File: src/rtl/tinyqv_periph_pkg.sv
// Shared definitions for the TinyQV UART transmitter: register offsets,
// bus transfer-size codes, transmitter state enum and a STATUS packing helper.
package tinyqv_periph_pkg;

  localparam logic [3:0] UART_REG_TXDATA  = 4'h0;
  localparam logic [3:0] UART_REG_STATUS  = 4'h4;
  localparam logic [3:0] UART_REG_DIVIDER = 4'h8;

  // data_write_n / data_read_n encodings
  localparam logic [1:0] XFER_BYTE = 2'b00;
  localparam logic [1:0] XFER_HALF = 2'b01;
  localparam logic [1:0] XFER_WORD = 2'b10;
  localparam logic [1:0] XFER_NONE = 2'b11;

  typedef enum logic [1:0] {
    UART_IDLE,
    UART_START,
    UART_DATA,
    UART_STOP
  } uart_state_e;

  // STATUS: bit0 full, bit1 busy, bit2 empty, bits[7:4] FIFO count
  function automatic logic [31:0] uart_status(input logic       full,
                                              input logic       busy,
                                              input logic       empty,
                                              input logic [3:0] count);
    logic [31:0] s;
    s      = '0;
    s[0]   = full;
    s[1]   = busy;
    s[2]   = empty;
    s[7:4] = count;
    return s;
  endfunction

endpackage

File: src/rtl/tinyqv_sync_fifo.sv
// Single-clock FIFO with registered occupancy count and combinational head read.
module tinyqv_sync_fifo #(
  parameter int unsigned WIDTH = 8,
  parameter int unsigned DEPTH = 4
) (
  input  logic                         clk,
  input  logic                         rst,
  input  logic                         push,
  input  logic [WIDTH-1:0]             push_data,
  input  logic                         pop,
  output logic [WIDTH-1:0]             pop_data,
  output logic                         full,
  output logic                         empty,
  output logic [$clog2(DEPTH+1)-1:0]   count
);

  localparam int unsigned AW = (DEPTH > 1) ? $clog2(DEPTH) : 1;
  localparam int unsigned CW = $clog2(DEPTH+1);

  logic [WIDTH-1:0] mem [DEPTH];
  logic [AW-1:0]    wr_ptr;
  logic [AW-1:0]    rd_ptr;
  logic [CW-1:0]    count_q;

  assign pop_data = mem[rd_ptr];
  assign count    = count_q;
  assign full     = (count_q == CW'(DEPTH));
  assign empty    = (count_q == '0);

  // Storage array; contents need no reset since count gates every read.
  always_ff @(posedge clk) begin
    if (push) begin
      mem[wr_ptr] <= push_data;
    end
  end

  // Pointers and occupancy; push and pop together leave the count unchanged.
  always_ff @(posedge clk) begin
    if (rst) begin
      wr_ptr  <= '0;
      rd_ptr  <= '0;
      count_q <= '0;
    end else begin
      if (push) begin
        wr_ptr <= wr_ptr + 1'b1;
      end
      if (pop) begin
        rd_ptr <= rd_ptr + 1'b1;
      end
      case ({push, pop})
        2'b10:   count_q <= count_q + 1'b1;
        2'b01:   count_q <= count_q - 1'b1;
        default: count_q <= count_q;
      endcase
    end
  end

endmodule

File: src/rtl/tinyqv_uart_tx.sv
// TinyQV memory-mapped UART transmitter: TX FIFO, programmable bit divider,
// 8N1 framing with back-to-back frames and an idle interrupt.
module tinyqv_uart_tx
  import tinyqv_periph_pkg::*;
#(
  parameter int unsigned FIFO_DEPTH = 4,
  parameter logic [15:0] DIV_RESET  = 16'd103
) (
  input  logic        clk,
  input  logic        rst,
  input  logic        periph_sel,
  input  logic [3:0]  data_addr,
  input  logic [1:0]  data_write_n,
  input  logic [1:0]  data_read_n,
  input  logic [31:0] data_in,
  output logic [31:0] data_out,
  output logic        data_ready,
  output logic        uart_txd,
  output logic        tx_irq
);

  localparam int unsigned CW = $clog2(FIFO_DEPTH+1);

  logic          push;
  logic          pop;
  logic          fifo_full;
  logic          fifo_empty;
  logic [CW-1:0] fifo_count;
  logic [7:0]    fifo_dout;
  logic [4:0]    count_ext;
  logic [31:0]   status_word;

  logic          div_wr_lo;
  logic          div_wr_hi;
  logic [15:0]   divider_q;

  uart_state_e   state_q, state_d;
  logic [15:0]   baud_q, baud_d;
  logic [2:0]    idx_q, idx_d;
  logic [7:0]    shift_q, shift_d;
  logic          txd_q, txd_d;
  logic          irq_q;

  logic          unused_ok;
  assign unused_ok = &{1'b0, data_in[31:16]};

  tinyqv_sync_fifo #(
    .WIDTH (8),
    .DEPTH (FIFO_DEPTH)
  ) u_tx_fifo (
    .clk       (clk),
    .rst       (rst),
    .push      (push),
    .push_data (data_in[7:0]),
    .pop       (pop),
    .pop_data  (fifo_dout),
    .full      (fifo_full),
    .empty     (fifo_empty),
    .count     (fifo_count)
  );

  assign count_ext   = 5'(fifo_count);
  assign status_word = uart_status(fifo_full, state_q != UART_IDLE, fifo_empty, count_ext[3:0]);

  // Bus decode: TXDATA writes stall on a full FIFO, everything else completes at once.
  always_comb begin
    data_ready = 1'b0;
    data_out   = '0;
    push       = 1'b0;
    div_wr_lo  = 1'b0;
    div_wr_hi  = 1'b0;
    if (periph_sel) begin
      if (data_write_n != XFER_NONE) begin
        if (data_addr == UART_REG_TXDATA) begin
          data_ready = !fifo_full;
          push       = !fifo_full;
        end else begin
          data_ready = 1'b1;
          if (data_addr == UART_REG_DIVIDER) begin
            div_wr_lo = 1'b1;
            div_wr_hi = (data_write_n != XFER_BYTE);
          end
        end
      end else if (data_read_n != XFER_NONE) begin
        data_ready = 1'b1;
        case (data_addr)
          UART_REG_STATUS:  data_out = status_word;
          UART_REG_DIVIDER: data_out = {16'h0000, divider_q};
          default:          data_out = '0;
        endcase
      end
    end
  end

  // Divider register; byte writes touch only the low half.
  always_ff @(posedge clk) begin
    if (rst) begin
      divider_q <= DIV_RESET;
    end else begin
      if (div_wr_lo) begin
        divider_q[7:0] <= data_in[7:0];
      end
      if (div_wr_hi) begin
        divider_q[15:8] <= data_in[15:8];
      end
    end
  end

  // Transmitter state register and serial output register.
  always_ff @(posedge clk) begin
    if (rst) begin
      state_q <= UART_IDLE;
      baud_q  <= '0;
      idx_q   <= '0;
      shift_q <= '0;
      txd_q   <= 1'b1;
    end else begin
      state_q <= state_d;
      baud_q  <= baud_d;
      idx_q   <= idx_d;
      shift_q <= shift_d;
      txd_q   <= txd_d;
    end
  end

  // Next-state logic: the divider is sampled only when a bit starts, so
  // divider writes mid-bit never change the length of the bit in flight.
  always_comb begin
    state_d = state_q;
    baud_d  = baud_q;
    idx_d   = idx_q;
    shift_d = shift_q;
    txd_d   = txd_q;
    pop     = 1'b0;
    case (state_q)
      UART_IDLE: begin
        txd_d = 1'b1;
        if (!fifo_empty) begin
          state_d = UART_START;
          pop     = 1'b1;
          shift_d = fifo_dout;
          baud_d  = divider_q;
          txd_d   = 1'b0;
        end
      end
      UART_START: begin
        if (baud_q == '0) begin
          state_d = UART_DATA;
          idx_d   = '0;
          baud_d  = divider_q;
          txd_d   = shift_q[0];
        end else begin
          baud_d = baud_q - 16'd1;
        end
      end
      UART_DATA: begin
        if (baud_q == '0) begin
          baud_d = divider_q;
          idx_d  = idx_q + 3'd1;
          if (idx_q == 3'd7) begin
            state_d = UART_STOP;
            txd_d   = 1'b1;
          end else begin
            shift_d = {1'b0, shift_q[7:1]};
            txd_d   = shift_q[1];
          end
        end else begin
          baud_d = baud_q - 16'd1;
        end
      end
      UART_STOP: begin
        if (baud_q == '0) begin
          if (!fifo_empty) begin
            state_d = UART_START;
            pop     = 1'b1;
            shift_d = fifo_dout;
            baud_d  = divider_q;
            txd_d   = 1'b0;
          end else begin
            state_d = UART_IDLE;
            txd_d   = 1'b1;
          end
        end else begin
          baud_d = baud_q - 16'd1;
        end
      end
      default: begin
        state_d = UART_IDLE;
        txd_d   = 1'b1;
      end
    endcase
  end

  // Idle interrupt, registered: nothing queued and nothing on the wire.
  always_ff @(posedge clk) begin
    if (rst) begin
      irq_q <= 1'b1;
    end else begin
      irq_q <= fifo_empty && (state_q == UART_IDLE);
    end
  end

  assign uart_txd = txd_q;
  assign tx_irq   = irq_q;

endmodule

File: config.mk
export PLATFORM = sky130hd
export DESIGN_NAME = tinyqv_uart_tx
export DESIGN_NICKNAME = d
export VERILOG_FILES = /design/src/rtl/tinyqv_periph_pkg.sv /design/src/rtl/tinyqv_sync_fifo.sv /design/src/rtl/tinyqv_uart_tx.sv
export SDC_FILE = /design/constraint.sdc
export NUM_CORES = 1
export LEC_CHECK = 0
export CORE_MARGIN = 10
export CORE_UTILIZATION = 39
export DETAILED_ROUTE_END_ITERATION = 16
export MAX_ROUTING_LAYER = met4
export PLACE_DENSITY = 0.63
export RECOVER_POWER = 50
export SLEW_MARGIN = 10
export SYNTH_ARGS = -nofsm -noshare
export SYNTH_HDL_FRONTEND = slang
export SYNTH_HIERARCHICAL = 1
export SYNTH_SLANG_ARGS = --single-unit
File: constraint.sdc
create_clock -name clk -period 7.5 [get_ports clk]
set_input_delay 1.125 -clock clk [delete_from_list [all_inputs] [get_ports clk]]
set_output_delay 1.125 -clock clk [all_outputs]
set_load 0.05 [all_outputs]
==> results.md <==
* MaxCap Viol Count at 1
* Top area cells in the synthesized netlist: dfxtp_1, edfxtp_1, mux2i_1
* Ys flop type: dfxtp_1
* Top Metal Used: met4
* VDD IR max at 0.200 mV
* Vias/cell at 5.37
* Final period utilization at 70.8%
* Sequential share of the synthesized area at 44.3%
* Total vias in the final route at 3495
* Initial Util at 39.5%
* Antenna Cells at 0
* CP required at 6.38 ns
* CTS buffer count at 9
* Setup Fix Bufs, Post-CTS at 0
* CTS sink cnt at 88
* Synth Area in Compound Gates at 12.8%
* Final hold vios at 0
* Hold Buf Count CTS at 0
* Worst setup path end: data_out[14]
* DRT antenna net count at 0
* P&R area growth vs syn at 15.1%
* Pint at 0.00119 W
* Worst Reg-to-Reg Cells at 10
* Clock power share at 20.9%
* Largest family of logic cells by synthesized area: simple AND/OR/NAND/NOR gates
* Critical Path End Type: primary output
* Adder-cell area share of the yosys netlist at 4.15%
* Detailed Routing Iterations Pass 1 at 4
* Class of the worst hold path: reg -> reg
* Root Buffer: clkbuf_16
* DRC viols at 0
* Comb power frac at 48.8%
* WL final at 10.6 mm
* P per Cell Area at 378 mW/mm2
* CTS tree: built
* Post-synthesis cell type count at 62
* CP Class: in -> out
* First-pass GRT wire length at 17.2 mm
* Hpwl dp at 7.58 mm
* Peak Freq at 188 MHz
* Syn avg cell area at 10.0 um2
* Slew margin rel. at -28.8%
* Status: complete, but fails checks
* WHS Path Cells at 2
* Post-Synth XOR/XNOR Area at 2.98%
* Data arrival, critical path at 4.18 ns
* Routed length per instance at 16.3 um
* Die Ht at 130 um
* Sw Ratio at 41.9%
* Slew Limit Fails at 39
* Fill count at 1129
* Die area at 0.0169 mm2
* Metal-1 WL at 4.97 mm
* Total I/O pin count at 78
* Die W at 130 um
* Clock skew at 0.00695 ns
* Multiplexer share of the synthesized area at 11.2%
* Post-synthesis register bit count at 88
* Cts repair resizes at 0
* Worst hold slack at 0.458 ns
* Sum of negative setup slack at 0 ns
* RSZ-0062 raised after global routing: false
* Leakage at 2.13 nW
* Failing checks: capacitance limit, slew limit
* Share of post-route cells with drive strength above 1 at 7.94%
* Cells after DPL at 635
* Simple-gate share of the synthesized area at 17.7%
* Sequential power share at 30.4%
* Reg2Reg Capture Point: u_tx_fifo/count[2]
* Crit-path max FO at 10
* Clk_lat worst skew at 0.34 ns
* Final #Nets at 557
* Final GP Congestion at 0.885
* Psw at 0.000857 W
* Initial antenna violation count at 0
* GRT Util Overall at 13.1%
* Worst Setup SP: data_addr[1]
* Clk buf depth at 2
* Crit path time final at 5.31 ns
* Rows at 40
* Fin util at 45.5%
* Met3 wire len at 587 um
* 1st-iter DRT viols at 318
* Met2 Wirelength at 4.87 mm
* Startpoint types: primary input
* Final non-filler cell total at 651
* Mapped Cells at 469
* GR Overflow Total at 0
* Reg-to-Reg Start: baud_q[4]
* Largest net degree at the start of global routing at 39
* Number of global-route vias before repair at 3406
* Yosys top cell area share at 23.8%
* Area leader, netlist: dfxtp_1
* # setup viols final at 0
* Reg clk slew, reported paths at 0.07 ns
* H-Tree Level Count at 3
* Post-Syn Area at 0.00470 mm2
* EDFF count, synth at 32
* Least-Margin Pin Slew at 1.93 ns
* Area of the core at 0.0119 mm2
* FF-to-FF setup slack at 3.77 ns
* Yosys warnings at 6
* PortBufs at 45
* Synth async-reset ratio at 0%
-- layer usage --
metal / GRT usage (%) / vias up
met1: 16.7 / 1665
met4: 4.30 / 0
met5: - / -
met2: 20.2 / 97
met3: 2.72 / 15
li1: - / 1718
-- synthesized netlist by cell type, types with 7 or more instances --
cell,count
dfxtp_1,56
xor2_1,8
nor2_1,57
nand3_1,13
clkbuf_1,16
ha_1,14
edfxtp_1,32
inv_1,14
nor3_1,12
xnor2_1,8
nand2_1,32
a21oi_1,21
mux4_2,8
o21ai_0,17
and2_1,15
a22oi_1,8
buf_4,16
a211o_1,7
mux2i_1,30
-- power by group through the flow --
stage,combinational [W],sequential [W],clock [W]
after floorplan,0.000864,0.000614,0
after global placement,0.000984,0.000629,0
after detailed placement,0.00100,0.000632,0
after CTS,0.00101,0.000622,0.000435
after global routing,0.00110,0.000633,0.000460
final,0.000998,0.000621,0.000427
-- registers in the layout (all words and copies together), names as in the netlist, named ones only --
register	flops
u_tx_fifo/mem	32
state_q	2
uart_txd	1
u_tx_fifo/rd_ptr	2
shift_q	8
u_tx_fifo/wr_ptr	2
divider_q	16
tx_irq	1
u_tx_fifo/count	3
baud_q	16
idx_q	3
-- layout make-up --
| cell class | instances | area [um2] | share of cell area, % |
|---|---|---|---|
| multi-input combinational | 338 | 2340 | 43.3 |
| sequential | 88 | 2080 | 38.4 |
| timing repair buffer | 47 | 462 | 8.53 |
| clock buffer | 9 | 225 | 4.16 |
| tap | 147 | 184 | 3.40 |
| clock inverter | 7 | 63.8 | 1.18 |
| inverter | 15 | 56.3 | 1.04 |
-- kinds of logic (layout without fill, tap and decap cells) --
kind of cell / count (synthesis) / in the layout
buffers and inverters: 58 / 78
muxes: 42 / 42
DFF: 88 / 88
and+or+nand+nor: 164 / 164
AOI/OAI and AO/OA: 85 / 85
adders and majority gates: 15 / 15
xor gates and xnor gates: 16 / 16
other: 1 / 16
-- layout by cell type (no fill, tap or decap), types with 8 or more instances in the layout --
cell type	instances
xor2_1	8
edfxtp_1	32
xnor2_1	8
nand3_1	13
nor2_1	57
conb_1	16
o21ai_0	17
a211oi_1	8
a22oi_1	8
mux2i_1	30
mux4_2	8
and2_1	13
nor3_1	11
dlygate4sd3_1	12
clkdlybuf4s50_1	33
clkbuf_16	9
nand2_1	32
dfxtp_1	56
a21oi_1	21
inv_1	14
ha_1	14
-- stage by stage --
stage	setup WS, ns	instance area (um2)	power (W)
6_report	2.19	5420	0.00205
3_5_place_dp	2.26	5150	0.00163
4_1_cts	2.26	5440	0.00206
5_1_grt	1.93	5420	0.00219
2_1_floorplan	3.84	4760	0.00148
3_3_place_gp	2.36	5150	0.00161
-- critical path, stage by stage --
cell and delay (ns):
dlygate4sd3_1 0.56, nor4b_2 0.74, nor2b_1 0.72, and2_1 0.23
clkdlybuf4s50_1 0.80
-- how the worst min path moves through the flow --
stage | start | slack [ns] | endpoint
after CTS | idx_q[2] | 0.47 | idx_q[2]
after global routing | idx_q[2] | 0.50 | idx_q[2]
after global placement | idx_q[2] | 0.44 | idx_q[2]
after floorplan | idx_q[1] | 0.44 | idx_q[1]
final | idx_q[2] | 0.46 | idx_q[2]
after detailed placement | idx_q[2] | 0.45 | idx_q[2]
Power figures use the tool's default switching activity.
